<file path="src/rtl/uc_pipe_track.sv">
// Pipeline occupancy tracker: walks the stage-2 descriptor through stages 3-5, bubbling on stall/flush.
// Latency: Type2 -> Type3 one edge after a run cycle, Type4 two, Type5 three; enables are combinational.
// Backpressure: HOLD freezes the front end (EN_FE=0) and bubbles stage 3; stages 4/5 always advance.
module uc_pipe_track #(
    parameter int unsigned MAX_HOLD = 15
) (
    input  logic       clk,
    input  logic       nreset,
    input  logic       HOLD,
    input  logic       FLUSH,
    input  logic [6:0] Type2,
    input  logic [5:0] SelC2,
    input  logic       CLR_CNT,
    output logic [6:0] Type3,
    output logic [6:0] Type4,
    output logic [6:0] Type5,
    output logic [5:0] SelC3,
    output logic [5:0] SelC4,
    output logic [5:0] SelC5,
    output logic       EN_FE,
    output logic       KILL2,
    output logic       BUBBLE,
    output logic [7:0] STALL_CNT,
    output logic       DEADLOCK
);

    typedef struct packed {
        logic [6:0] typ;
        logic [5:0] selc;
    } desc_t;

    localparam logic [7:0] HOLD_LIM = 8'(MAX_HOLD - 1);

    desc_t      s3_dat, s4_dat, s5_dat;
    logic [7:0] run_cnt;
    logic       stall, run;

    // FLUSH dominates HOLD: a killed stage-2 slot must not also be counted as a stall.
    assign stall  = HOLD & ~FLUSH;
    assign run    = ~HOLD & ~FLUSH;
    assign EN_FE  = ~HOLD | FLUSH;
    assign KILL2  = FLUSH;
    assign BUBBLE = HOLD | FLUSH;

    always_ff @(posedge clk or negedge nreset) begin
        if (!nreset) begin
            s3_dat <= '0;
            s4_dat <= '0;
            s5_dat <= '0;
        end else begin
            s5_dat <= s4_dat;
            s4_dat <= s3_dat;
            s3_dat <= run ? desc_t'{typ: Type2, selc: SelC2} : desc_t'('0);
        end
    end

    always_ff @(posedge clk or negedge nreset) begin
        if (!nreset) begin
            STALL_CNT <= '0;
            run_cnt   <= '0;
            DEADLOCK  <= 1'b0;
        end else if (CLR_CNT) begin
            STALL_CNT <= '0;
            run_cnt   <= '0;
            DEADLOCK  <= 1'b0;
        end else if (stall) begin
            if (STALL_CNT != 8'hff) STALL_CNT <= STALL_CNT + 8'd1;
            if (run_cnt != 8'hff)   run_cnt   <= run_cnt + 8'd1;
            // Compare before increment so the MAX_HOLD-th consecutive stall edge trips the flag.
            if (run_cnt == HOLD_LIM) DEADLOCK <= 1'b1;
        end else begin
            run_cnt <= '0;
        end
    end

    assign Type3 = s3_dat.typ;
    assign SelC3 = s3_dat.selc;
    assign Type4 = s4_dat.typ;
    assign SelC4 = s4_dat.selc;
    assign Type5 = s5_dat.typ;
    assign SelC5 = s5_dat.selc;

endmodule

</file>
<file path="config.mk">
export PLATFORM = sky130hd
export DESIGN_NAME = uc_pipe_track
export DESIGN_NICKNAME = d
export VERILOG_FILES = /design/src/rtl/uc_pipe_track.sv
export SDC_FILE = /design/constraint.sdc
export NUM_CORES = 1
export LEC_CHECK = 0
export ABC_CLOCK_PERIOD_IN_PS = 1450
export BUFFER_PORTS_ARGS = -buffer_cell sky130_fd_sc_hd__buf_2
export CAP_MARGIN = 20
export CORE_MARGIN = 5
export CORE_UTILIZATION = 30
export DETAILED_ROUTE_END_ITERATION = 8
export GPL_TIMING_DRIVEN = 0
export SETUP_SLACK_MARGIN = 0.02
export SYNTH_ARGS = -nofsm -noshare
export SYNTH_HDL_FRONTEND = slang
export SYNTH_SLANG_ARGS = --single-unit
</file>
<file path="constraint.sdc">
create_clock -name clk -period 1.45 [get_ports clk]
set_input_delay 0.145 -clock clk [delete_from_list [all_inputs] [get_ports clk]]
set_output_delay 0.145 -clock clk [all_outputs]
set_load 0.005 [all_outputs]
</file>
# Yosys cells after proc, flatten, opt, wreduce, memory -nomap -nowiden
# Index checks and enable logic that the tools add are counted.
# classes
addsub	2
n_mul	0
n_div	0
magnitude_cmp	0
n_eq_ne	4
shift	0
muxes	10
n_bitwise	6
n_reduce_logical	5
# ops
cell	count
2-to-1 mux 8 bit	6
adder 8 x 1 -> 8 bit (second input constant)	2
inequality test 8 bit (second input constant)	2
2-to-1 mux 13 bit	1
equality test 8 x 4 -> 1 bit (second input constant)	1
nonzero test 2 bit	3
AND reduction 2 bit	2
2-to-1 mux 1 bit	3
inequality test 3 x 2 -> 1 bit (second input constant)	1
bitwise AND 1 bit	2
NOT 1 bit	2
OR 1 bit	2
# word_totals
reg_bits	56
latchBits	0
ram_bits	0
romBits	0
elab_cells	36
n_memories	0

# Longest topological paths before layout
# Gate-level depths: netlist (run 1).
# logic_depth
ltp_word	4
depth_mapped	5
ltp_nobuf	5

# Worst setup path after synthesis (run 1)
# No wires, ideal clock.
# synth_timing
path_kind	register to register
startpoint	register STALL_CNT[0]
endpoint	register STALL_CNT[5]
setup_ns	0.077
arrival_time_ns	1.383
setup_slack_ns	-0.011
path_stages_with_launch	6
n_path_buf	0
path_cell_list	dfrtp_1 > ha_1 > nand3_1 > nor2_1 > or4_1 > a21oi_1
# synth_via
elab_chain_cells	4
word_cells_on_any_way	7
classes_between	add/sub (1); eq/ne (1); mux (3); reduce/logical (2)
# synth_lines
element	line_no	rtl
from (decl)	23	output logic [7:0] STALL_CNT,
from (signal assigned)	67	if (STALL_CNT != 8'hff) STALL_CNT <= STALL_CNT + 8'd1;
adder 8 x 1 -> 8 bit	67	
2-to-1 mux 8 bit	67	
2-to-1 mux 8 bit	66	end else if (stall) begin
2-to-1 mux 8 bit	62	end else if (CLR_CNT) begin
# Several ways; a longest one is shown, not always the timed one. The select of a mux whose other input is x is not followed.
# A chain may end at the register's enable or synchronous reset.

# Final worst setup path (run 1)
# Same ends and word-level chain as after synthesis.

==> impl_results.md, run 1 <==
- Status: complete, no violations
- Final Util: 41.1%
- Final WL: 4380 µm
- Final #Nets: 256
- Slew HR: 57.5%
- CP Capture Type: flip-flop
- Clk Tree Root Cell: clkbuf_8
- Post-DP HPWL: 3140 µm
- Die Width: 91.6 µm
- Remaining DRCs: 0
- Async set-reset flop share out of synthesis: 100%
- Max Cap Violations: 0
- Die H: 91.6 µm
- Post-synth top area share: 70.2%
- Synth top cells by count: dfrtp_1, and2_1, nor2_1
- Die area: 0.00839 mm²
- CTS Buf Count: 5
- Initial Utilization: 31.1%
- Clock sink count: 56
- DRT met1 WL: 1790 µm
- Pre-CTS setup slack: -0.105 ns
- Clk buf depth: 2
- All-layer global routing usage: 10.9%
- Final hold viol count: 0
- Diodes inserted: 0
- Post-Syn Area: 0.00200 mm²
- Top FF cell, synth: dfrtp_1
- Clock Latency Late Sink: 0.31 ns
- RSZ-0062 raised after global routing: yes
- Via count: 1,454
- EDFF count, synth: 0
- Filler instances: 631
- WL met2: 2050 µm
- Min Hold Slack: 0.0306 ns
- Congestion Overflow GR: 0
- Register area share after synthesis: 70.2%
- Least-Margin Pin Slew: 0.638 ns
- Setup crit start kind: flip-flop
- # rows: 29
- Fmax: 0.700 GHz
- Metal3 WL: 505 µm
- H-tree Lvls: 2
- Post-synth cell types: 37
- CTS tree: built
- DR iter-0 viols: 18
- Synth warnings: 0
- CTS clk-pin slew, worst paths: 0.11 ns
- Maximum vdd drop: 0.000483 V
- Largest net degree at the start of global routing: 32
- LEAKAGE: 0.00139 µW
- Most frequent cell after synthesis: dfrtp_1
- Worst min path class: in -> reg
- CP required: 1.70 ns
- Power, Total: 2700 µW
- Area contributors post-synth: dfrtp_1, and2_1, nor2_1
- Tmin final: 1.43 ns
- Critical Setup Path Class: reg -> reg
- Cells after synthesis: 154
- Wire length per cell: 14.0 µm
- RD Place Congestion: 0.750
- Clk_skew: 0.00598 ns
- Slew Viols, Final: 0
- Final Cycle Share: 98.5%
- Vias per cell: 4.65
- Arrival @ worst endpoint: 1.68 ns
- Layout cell share with drive strength beyond 1: 40.3%
- Number of global-route vias before repair: 1,536
- Uppermost layer routed: met4
- Core Area: 0.00642 mm²
- Post-DRT Antenna Nets: 0
- Syn Area/Cell: 13.0 µm²
- Pwr dens: 1020 mW/mm²
- Global-route wire length before repair: 7320 µm
- Layout area overhead: 32.1%
- Syn_nets: 175
- Top Ports: 69
- Placed Area: 0.00245 mm²
- Antenna violations before repair: 0
- Port Buffers: 67
- PnR worst setup slack: 0.0216 ns
- Drt first pass iters: 4
- Top cell type by total area after synthesis: dfrtp_1
- Final design instance area without fill: 0.00264 mm²
- Endpoints failing setup: 0
- #FFs+latches synth: 56
- CP Max Fanout: 5
per-stage QoR:
step / TNS, ns / std cells
2_1_floorplan: 0 / 154
3_3_place_gp: -0.106 / 298
3_5_place_dp: -0.144 / 299
4_1_cts: -0.00675 / 311
5_1_grt: -0.0884 / 313
6_report: 0 / 313
routing by layer:
metal	vias to the layer above	track usage (%)
met5	-	0
met4	0	3.39
met3	5	5.87
met2	54	16.8
met1	703	13.1
li1	692	-
sequential cells by signal, summed over array words and instances, names as in the netlist:
register / cells
STALL_CNT: 8
SelC4: 6
DEADLOCK: 1
Type5: 7
Type4: 7
Type3: 7
SelC5: 6
run_cnt: 8
SelC3: 6
critical path, cell delays in order (launching register included):
cell and delay (ns):
dfrtp_1 0.40, buf_4 0.14, and3_2 0.21, nand2_4 0.06, or4_1 0.42, a21oi_2 0.13
power breakdown:
group / total, µW / internal, µW / leakage (µW) / switching (µW)
clock: 897 / 354 / 0.0000452 / 543
combinational: 177 / 83.1 / 0.000583 / 93.9
sequential: 1630 / 1610 / 0.000759 / 22.3
total: 2700 / 2040 / 0.00139 / 659
logic make-up (layout without fill, tap and decap cells):
| kind of cell | Yosys count | count (layout) | share of synthesized area (%) |
|---|---|---|---|
| and+or+nand+nor | 58 | 58 | 16.9 |
| DFF | 56 | 56 | 70.2 |
| AOI/OAI and AO/OA | 22 | 22 | 6.83 |
| buffers and inverters | 11 | 93 | 2.38 |
| adders and majority gates | 3 | 3 | 1.88 |
| xor gates and xnor gates | 3 | 3 | 1.32 |
| muxes | 1 | 1 | 0.501 |
area by class of cell:
class | count | area (µm²) | share of cell area (%)
repair buffers | 74 | 403 | 15.3
well taps | 77 | 96.3 | 3.65
inverters | 6 | 22.5 | 0.854
clock inverters | 3 | 25.0 | 0.949
plain buffers | 5 | 25.0 | 0.949
flip-flops and latches | 56 | 1400 | 53.2
clock buffers | 5 | 68.8 | 2.61
multi-input cells | 87 | 594 | 22.5
what timing repair did:
item | CTS | global route
cloned | 0 | 0
endpoints found under the setup margin | 3 | 7
hold buffers | 1 | 0
hold endpoints to repair | 25 | 0
pin swaps | 3 | 3
buffers inserted | 3 | 2
resized for setup | 2 | 9
cells in the final DEF, fill, tap and decap left out, types with 5 or more instances in the layout:
| cell type | count |
|---|---|
| buf_2 | 69 |
| nand2_1 | 6 |
| nor2_1 | 12 |
| inv_1 | 6 |
| a21oi_1 | 5 |
| and2_1 | 13 |
| a31oi_1 | 6 |
| nor3_1 | 5 |
| buf_4 | 6 |
| dfrtp_1 | 55 |
| clkbuf_8 | 5 |
path summary, 6_finish.rpt:
path	slack, ns	end	startpoint	cells after the start
setup / recovery	0.02	STALL_CNT[5]	STALL_CNT[0]	5
hold / removal	0.03	Type3[5]	Type2[5]	2
setup reg to reg	0.02	STALL_CNT[5]	STALL_CNT[0]	5
hold reg to reg	0.38	SelC5[5]	SelC4[5]	0
max in group asynchronous	0.47	SelC5[0]	nreset	3
min in group asynchronous	0.40	Type3[0]	nreset	2
(Power assumes the default switching activity.)
==> run 2, diff against run 1 <==
GPL_TIMING_DRIVEN = not set   (was 0)
==> run 2 against run 1 <==
The flow now finishes with violations (negative setup slack); register-to-register slack worse by 0.05 ns; cell count is 0.96% higher; clock skew is 0.0022 ns lower; maximum frequency is 3.4% lower; core utilization is 0.41 points higher; count of clock-buffer cells in the layout stayed put; sequential share of layout area is 0.52 points lower; via count is 0.48% lower; hold slack worse by 0.0037 ns; critical path type unchanged; largest cell class unchanged.
==> impl_results.md, run 2 (same netlist as run 1, synthesis figures left out) <==
- Status: finished, violations left
- Failing checks: negative setup slack
- Antenna violations before repair: 0 (unchanged)
- Slew Viols, Final: 0 (unchanged)
- CP Max Fanout: 3 (-2)
- Via count: 1,447 (-0.48%)
- R2R Setup Slk: -0.03 ns (-0.05 ns)
- Top Registers: STALL_CNT (8), run_cnt (8)
- Clock Latency Late Sink: 0.31 ns (about the same)
- RD Place Congestion: 0.736 (-1.8%)
- Slew HR: 76.3% (+19 points)
- CTS Buf Count: 5 (unchanged)
- CTS tree: built
- Commonest non-fill, non-tap cell in the layout: buf_2
- DR iter-0 viols: 35 (+17)
- Number of global-route vias before repair: 1,572 (+2.3%)
- Layout cell share with drive strength beyond 1: 41.8% (+1.6 points)
- Pre-CTS setup slack: -0.00453 ns (+0.100 ns)
- Arrival @ worst endpoint: 1.73 ns (+0.05 ns)
- Diodes inserted: 0 (unchanged)
- Internal power: 2050 µW (+0.37%)
- Reg-to-reg startpoint: STALL_CNT[1]
- Net Sw Power: 645 µW (-2.1%)
- Wire length per cell: 13.5 µm (-3.5%)
- R2r endpoint: STALL_CNT[5]
- Placed cells: 305 (+2.0%)
- Register-to-Register Path Depth: 5 (unchanged)
- Switching Share: 23.9% (-0.45 points)
- CP Capture Type: flip-flop
- Final Cycle Share: 102% (+3.5 points)
- Power, Total: 2700 µW (-0.22%)
- Critical Setup Path Class: reg -> reg
- Die Width: 91.6 µm (unchanged)
- Initial Utilization: 31.1% (unchanged)
- Clock sink count: 56 (unchanged)
- Clk buf depth: 2 (unchanged)
- Final #Nets: 259 (+1.2%)
- Combinational share of power: 6.8% (+0.3 points)
- Post-DRT Antenna Nets: 0 (unchanged)
- Setup crit start kind: flip-flop
- Die area: 0.00839 mm² (unchanged)
- Min Hold Slack: 0.0268 ns (-0.00374 ns)
- LEAKAGE: 0.00142 µW (+2.3%)
- Pwr dens: 1010 mW/mm² (-1.2%)
- Final Non-Filler Cells: 316 (+0.96%)
- PnR worst setup slack: -0.0287 ns (-0.0503 ns)
- Crit path from: STALL_CNT[1]
- Final hold viol count: 0 (unchanged)
- Clock power frac: 32.9% (-0.3 points)
- Top Ports: 69 (unchanged)
- CP required: 1.70 ns (about the same)
- Setup crit end: STALL_CNT[5]
- Least-Margin Pin Slew: 0.356 ns (-0.283 ns)
- Fmax: 0.676 GHz (-3.4%)
- Post-DP HPWL: 3120 µm (-0.61%)
- Drt first pass iters: 4 (unchanged)
- Remaining DRCs: 0 (unchanged)
- Layout area overhead: 33.4%
- CTS clk-pin slew, worst paths: 0.11 ns (about the same)
- Endpoints failing setup: 2 (+2)
- Clk Tree Root Cell: clkbuf_8
- Congestion Overflow GR: 0 (unchanged)
- Most frequent cells in the layout: buf_2, dfrtp_1, and2_1, nor2_1, buf_4
- Clk_skew: 0.00379 ns (-0.00219 ns)
- Max Cap Violations: 0 (unchanged)
- Core Area: 0.00642 mm² (unchanged)
- Sequential fraction of design power: 60.4% (about the same)
- All-layer global routing usage: 11.0% (+0.12 points)
- Largest net degree at the start of global routing: 57 (+78%)
- Maximum vdd drop: 0.000585 V (+21%)
- Port Buffers: 68 (+1.5%)
- Tmin final: 1.48 ns (+0.0503 ns)
- Global-route wire length before repair: 7430 µm (+1.5%)
- # rows: 29 (unchanged)
- H-tree Lvls: 2 (unchanged)
- Setup_tns: -0.0359 ns (-0.0359 ns)
- Vias per cell: 4.58 (-1.4%)
- RSZ-0062 raised after global routing: yes
- Worst min path class: in -> reg
- Die H: 91.6 µm (unchanged)
- Final WL: 4270 µm (-2.5%)
[run 2: worst min-delay path by stage]
stage,to,from,slack (ns),cells after the start
floorplan,DEADLOCK,nreset,-0.15,0
global placement,SelC4[5],nreset,0.16,2
detailed placement,SelC5[5],nreset,0.17,2
CTS,SelC3[2],SelC2[2],0.02,2
global route,Type3[5],Type2[5],0.02,2
finish,SelC3[4],SelC2[4],0.03,2
[run 2: power groups by stage]
stage / clock network (µW) / logic [µW] / registers [µW]
detailed placement: 0 / 180 / 1660
global placement: 0 / 181 / 1650
floorplan: 0 / 40.2 / 1660
global route: 994 / 211 / 1630
CTS: 937 / 188 / 1630
finish: 886 / 182 / 1630
[run 2: per-stage QoR]
stage          cell area, µm²  utilization [%]
3_3_place_gp             2510             39.0
3_5_place_dp             2510             39.0
2_1_floorplan            2000                -
6_report                 2660             41.5
4_1_cts                  2640             41.1
5_1_grt                  2660             41.5
[run 2: routing by layer]
layer	global-route usage [%]	vias up	routed length (µm)
li1	-	694	-
met1	13.0	691	1740
met2	17.1	56	1950
met3	6.12	6	526
met4	3.39	0	55
met5	0	-	0
[run 2: critical path, cell delays in order (launching register included)]
cell     delay (ns)
dfrtp_1        0.42
buf_4          0.14
and3_4         0.20
nand2_4        0.05
or4_1          0.48
a21oi_2        0.13
[run 2: final cells by class]
class	count	area, µm²
repair buffers	82	464
multi-input cells	87	584
clock inverters	3	25.0
inverters	6	22.5
clock buffers	5	68.8
well taps	77	96.3
fillers	622	3760
flip-flops and latches	56	1400
[run 2: timing repair]
action,4_1_cts,5_1_grt
gates resized for setup,4,7
buffers inserted,2,0
pin swaps,4,1
endpoints found under the hold margin,56,0
hold buffers,1,0
gates cloned,0,0
endpoints found under the setup margin,1,7
==> run 3, diff against run 2 <==
==> constraint.sdc (replaced) <==
create_clock -name clk -period 1.45 [get_ports clk]
set_input_delay 0.145 -clock clk [delete_from_list [all_inputs] [get_ports clk]]
set_output_delay 0.145 -clock clk [all_outputs]
set_load 0.1 [all_outputs]
==> run 3 against run 2 <==
The run now ends clean; critical path depth did not move; setup slack gained 0.040 ns; global-route usage is 0.15 points lower; clock power up 1%; power rose by 14%.
==> impl_results.md, run 3 (same netlist as run 1, synthesis figures left out) <==
- Status: complete, no violations
- Clock power frac: 29.3% (-3.6 points)
- Layout cell share with drive strength beyond 1: 43.8% (+2.0 points)
- Clk_skew: 0.00800 ns (+0.00421 ns)
- Final hold viol count: 0 (unchanged)
- Final Util: 41.2% (-0.31 points)
- Max Cap Violations: 0 (unchanged)
- Combinational share of power: 17.6% (+11 points)
- R2R Setup Slk: 0.01 ns (+0.04 ns)
- Sequential fraction of design power: 53.1% (-7.3 points)
- RD Place Congestion: 0.795 (+8.0%)
- Fmax: 0.695 GHz (+2.8%)
- Layout area overhead: 32.4%
- Die area: 0.00839 mm² (unchanged)
- Placed cells: 301 (-1.3%)
- Top Ports: 69 (unchanged)
- Maximum vdd drop: 0.000855 V (+46%)
- Internal power: 2040 µW (-0.37%)
- CP Capture Type: flip-flop
- CP required: 1.70 ns (about the same)
- CP Max Fanout: 4 (+1)
- Vias per cell: 4.57 (-0.19%)
- CTS Buf Count: 5 (unchanged)
- Initial Utilization: 31.1% (unchanged)
- Metal3 WL: 552 µm (+4.9%)
- Die H: 91.6 µm (unchanged)
- Post-DP HPWL: 3210 µm (+2.9%)
- DRT met1 WL: 1850 µm (+6.3%)
- LEAKAGE: 0.00138 µW (-2.9%)
- Filler instances: 617 (-0.80%)
- CTS tree: built
- Port Buffers: 68 (unchanged)
- Slew Viols, Final: 0 (unchanged)
- Via count: 1,426 (-1.5%)
- Clk Tree Root Cell: clkbuf_8
- DR iter-0 viols: 30 (-14%)
- Top Registers: STALL_CNT (8), run_cnt (8)
- Slew HR: 66.2% (-10 points)
- Pre-CTS setup slack: 0.0253 ns (+0.0298 ns)
- Die Width: 91.6 µm (unchanged)
- Post-DRT Antenna Nets: 0 (unchanged)
- Largest net degree at the start of global routing: 31 (-46%)
- Clock sink count: 56 (unchanged)
- Wire length per cell: 13.8 µm (+1.7%)
- Antenna violations before repair: 0 (unchanged)
- Final WL: 4290 µm (+0.40%)
- Clk buf depth: 2 (unchanged)
- WL met2: 1810 µm (-7.1%)
- Congestion Overflow GR: 0 (unchanged)
- Least-Margin Pin Slew: 0.510 ns (+0.155 ns)
- Net Sw Power: 1030 µW (+59%)
- Remaining DRCs: 0 (unchanged)
- Drt first pass iters: 2 (-2)
- PnR worst setup slack: 0.0116 ns (+0.0403 ns)
- Clock Latency Late Sink: 0.31 ns (about the same)
- Worst min path class: in -> reg
- Global-route wire length before repair: 7170 µm (-3.5%)
- Critical Setup Path Class: reg -> reg
- H-tree Lvls: 2 (unchanged)
- Most frequent cells in the layout: buf_2, dfrtp_1, and2_1, nor2_1, buf_4
- Diodes inserted: 0 (unchanged)
- Switching Share: 33.4% (+9.5 points)
- Number of global-route vias before repair: 1,438 (-8.5%)
- CTS clk-pin slew, worst paths: 0.11 ns (about the same)
- All-layer global routing usage: 10.9% (-0.15 points)
- Uppermost layer routed: met4
- Commonest non-fill, non-tap cell in the layout: buf_2
- Endpoints failing setup: 0 (-2)
- Min Hold Slack: 0.0297 ns (+0.00284 ns)
- Tmin final: 1.44 ns (-0.0403 ns)
- Arrival @ worst endpoint: 1.68 ns (-0.05 ns)
- Core Area: 0.00642 mm² (unchanged)
- RSZ-0062 raised after global routing: yes
- Final #Nets: 255 (-1.5%)
- # rows: 29 (unchanged)
- Final Cycle Share: 99.2% (-2.8 points)
- Pwr dens: 1160 mW/mm² (+15%)
- Final Non-Filler Cells: 312 (-1.3%)
- Setup crit start kind: flip-flop
==> run 3: changes by cell type in the layout (fill, tap and decap cells not counted), sizes merged <==
cell	delta
clkinvlp	+1
buf	-4
inv	-1
==> run 3: timing repair <==
action / in CTS / in global routing
hold endpoints to repair: 24 / 0
pin swaps: 0 / 1
endpoints found under the setup margin: 2 / 3
buffers inserted: 0 / 2
hold buffers: 1 / 0
resized for setup: 0 / 5
==> run 3: path summary, 6_finish.rpt <==
check	startpoint	end	depth (start not counted)
max	STALL_CNT[0]	STALL_CNT[5]	5
min	Type2[5]	Type3[5]	2
max reg2reg	STALL_CNT[0]	STALL_CNT[5]	5
min reg2reg	Type3[1]	Type4[1]	0
max in group asynchronous	nreset	Type3[0]	3
min in group asynchronous	nreset	STALL_CNT[1]	2
==> run 3: layout make-up <==
class	count	area (µm²)	share of cell area, %
Clock buffer	5	68.8	2.60
Sequential cell	56	1430	54.0
Tap cell	77	96.3	3.64
Timing Repair Buffer	78	418	15.8
Clock inverter	3	27.5	1.04
Inverter	6	22.5	0.852
Multi-Input combinational cell	87	584	22.1
==> run 3: power groups by stage <==
stage          Combinational, µW  Clock [µW]  Sequential, µW
2_1_floorplan               73.0           0            2000
5_1_grt                      566        1000            1640
3_5_place_dp                 544           0            1660
3_3_place_gp                 543           0            1660
4_1_cts                      547         937            1630
6_report                     540         898            1630
==> run 3: routing by layer <==
layer | vias up | global-route usage, %
met5 | - | 0
met4 | 0 | 4.52
met3 | 5 | 6.03
met2 | 56 | 14.5
met1 | 678 | 14.3
li1 | 687 | -
==> run 3: metrics by stage <==
stage                     setup TNS (ns)  area [µm²]  power [µW]
after global routing             -0.0694        2640        3210
after floorplan                   -0.486        2040        2070
after detailed placement               0        2510        2210
final                                  0        2640        3070
after global placement                 0        2510        2200
after CTS                              0        2610        3110
==> run 3: worst max-delay path, cell delays in order (launching register included) <==
cell	delay, ns
dfrtp_4	0.52
ha_4	0.18
nand3_2	0.08
nor2_2	0.06
or4_4	0.41
a21oi_2	0.12
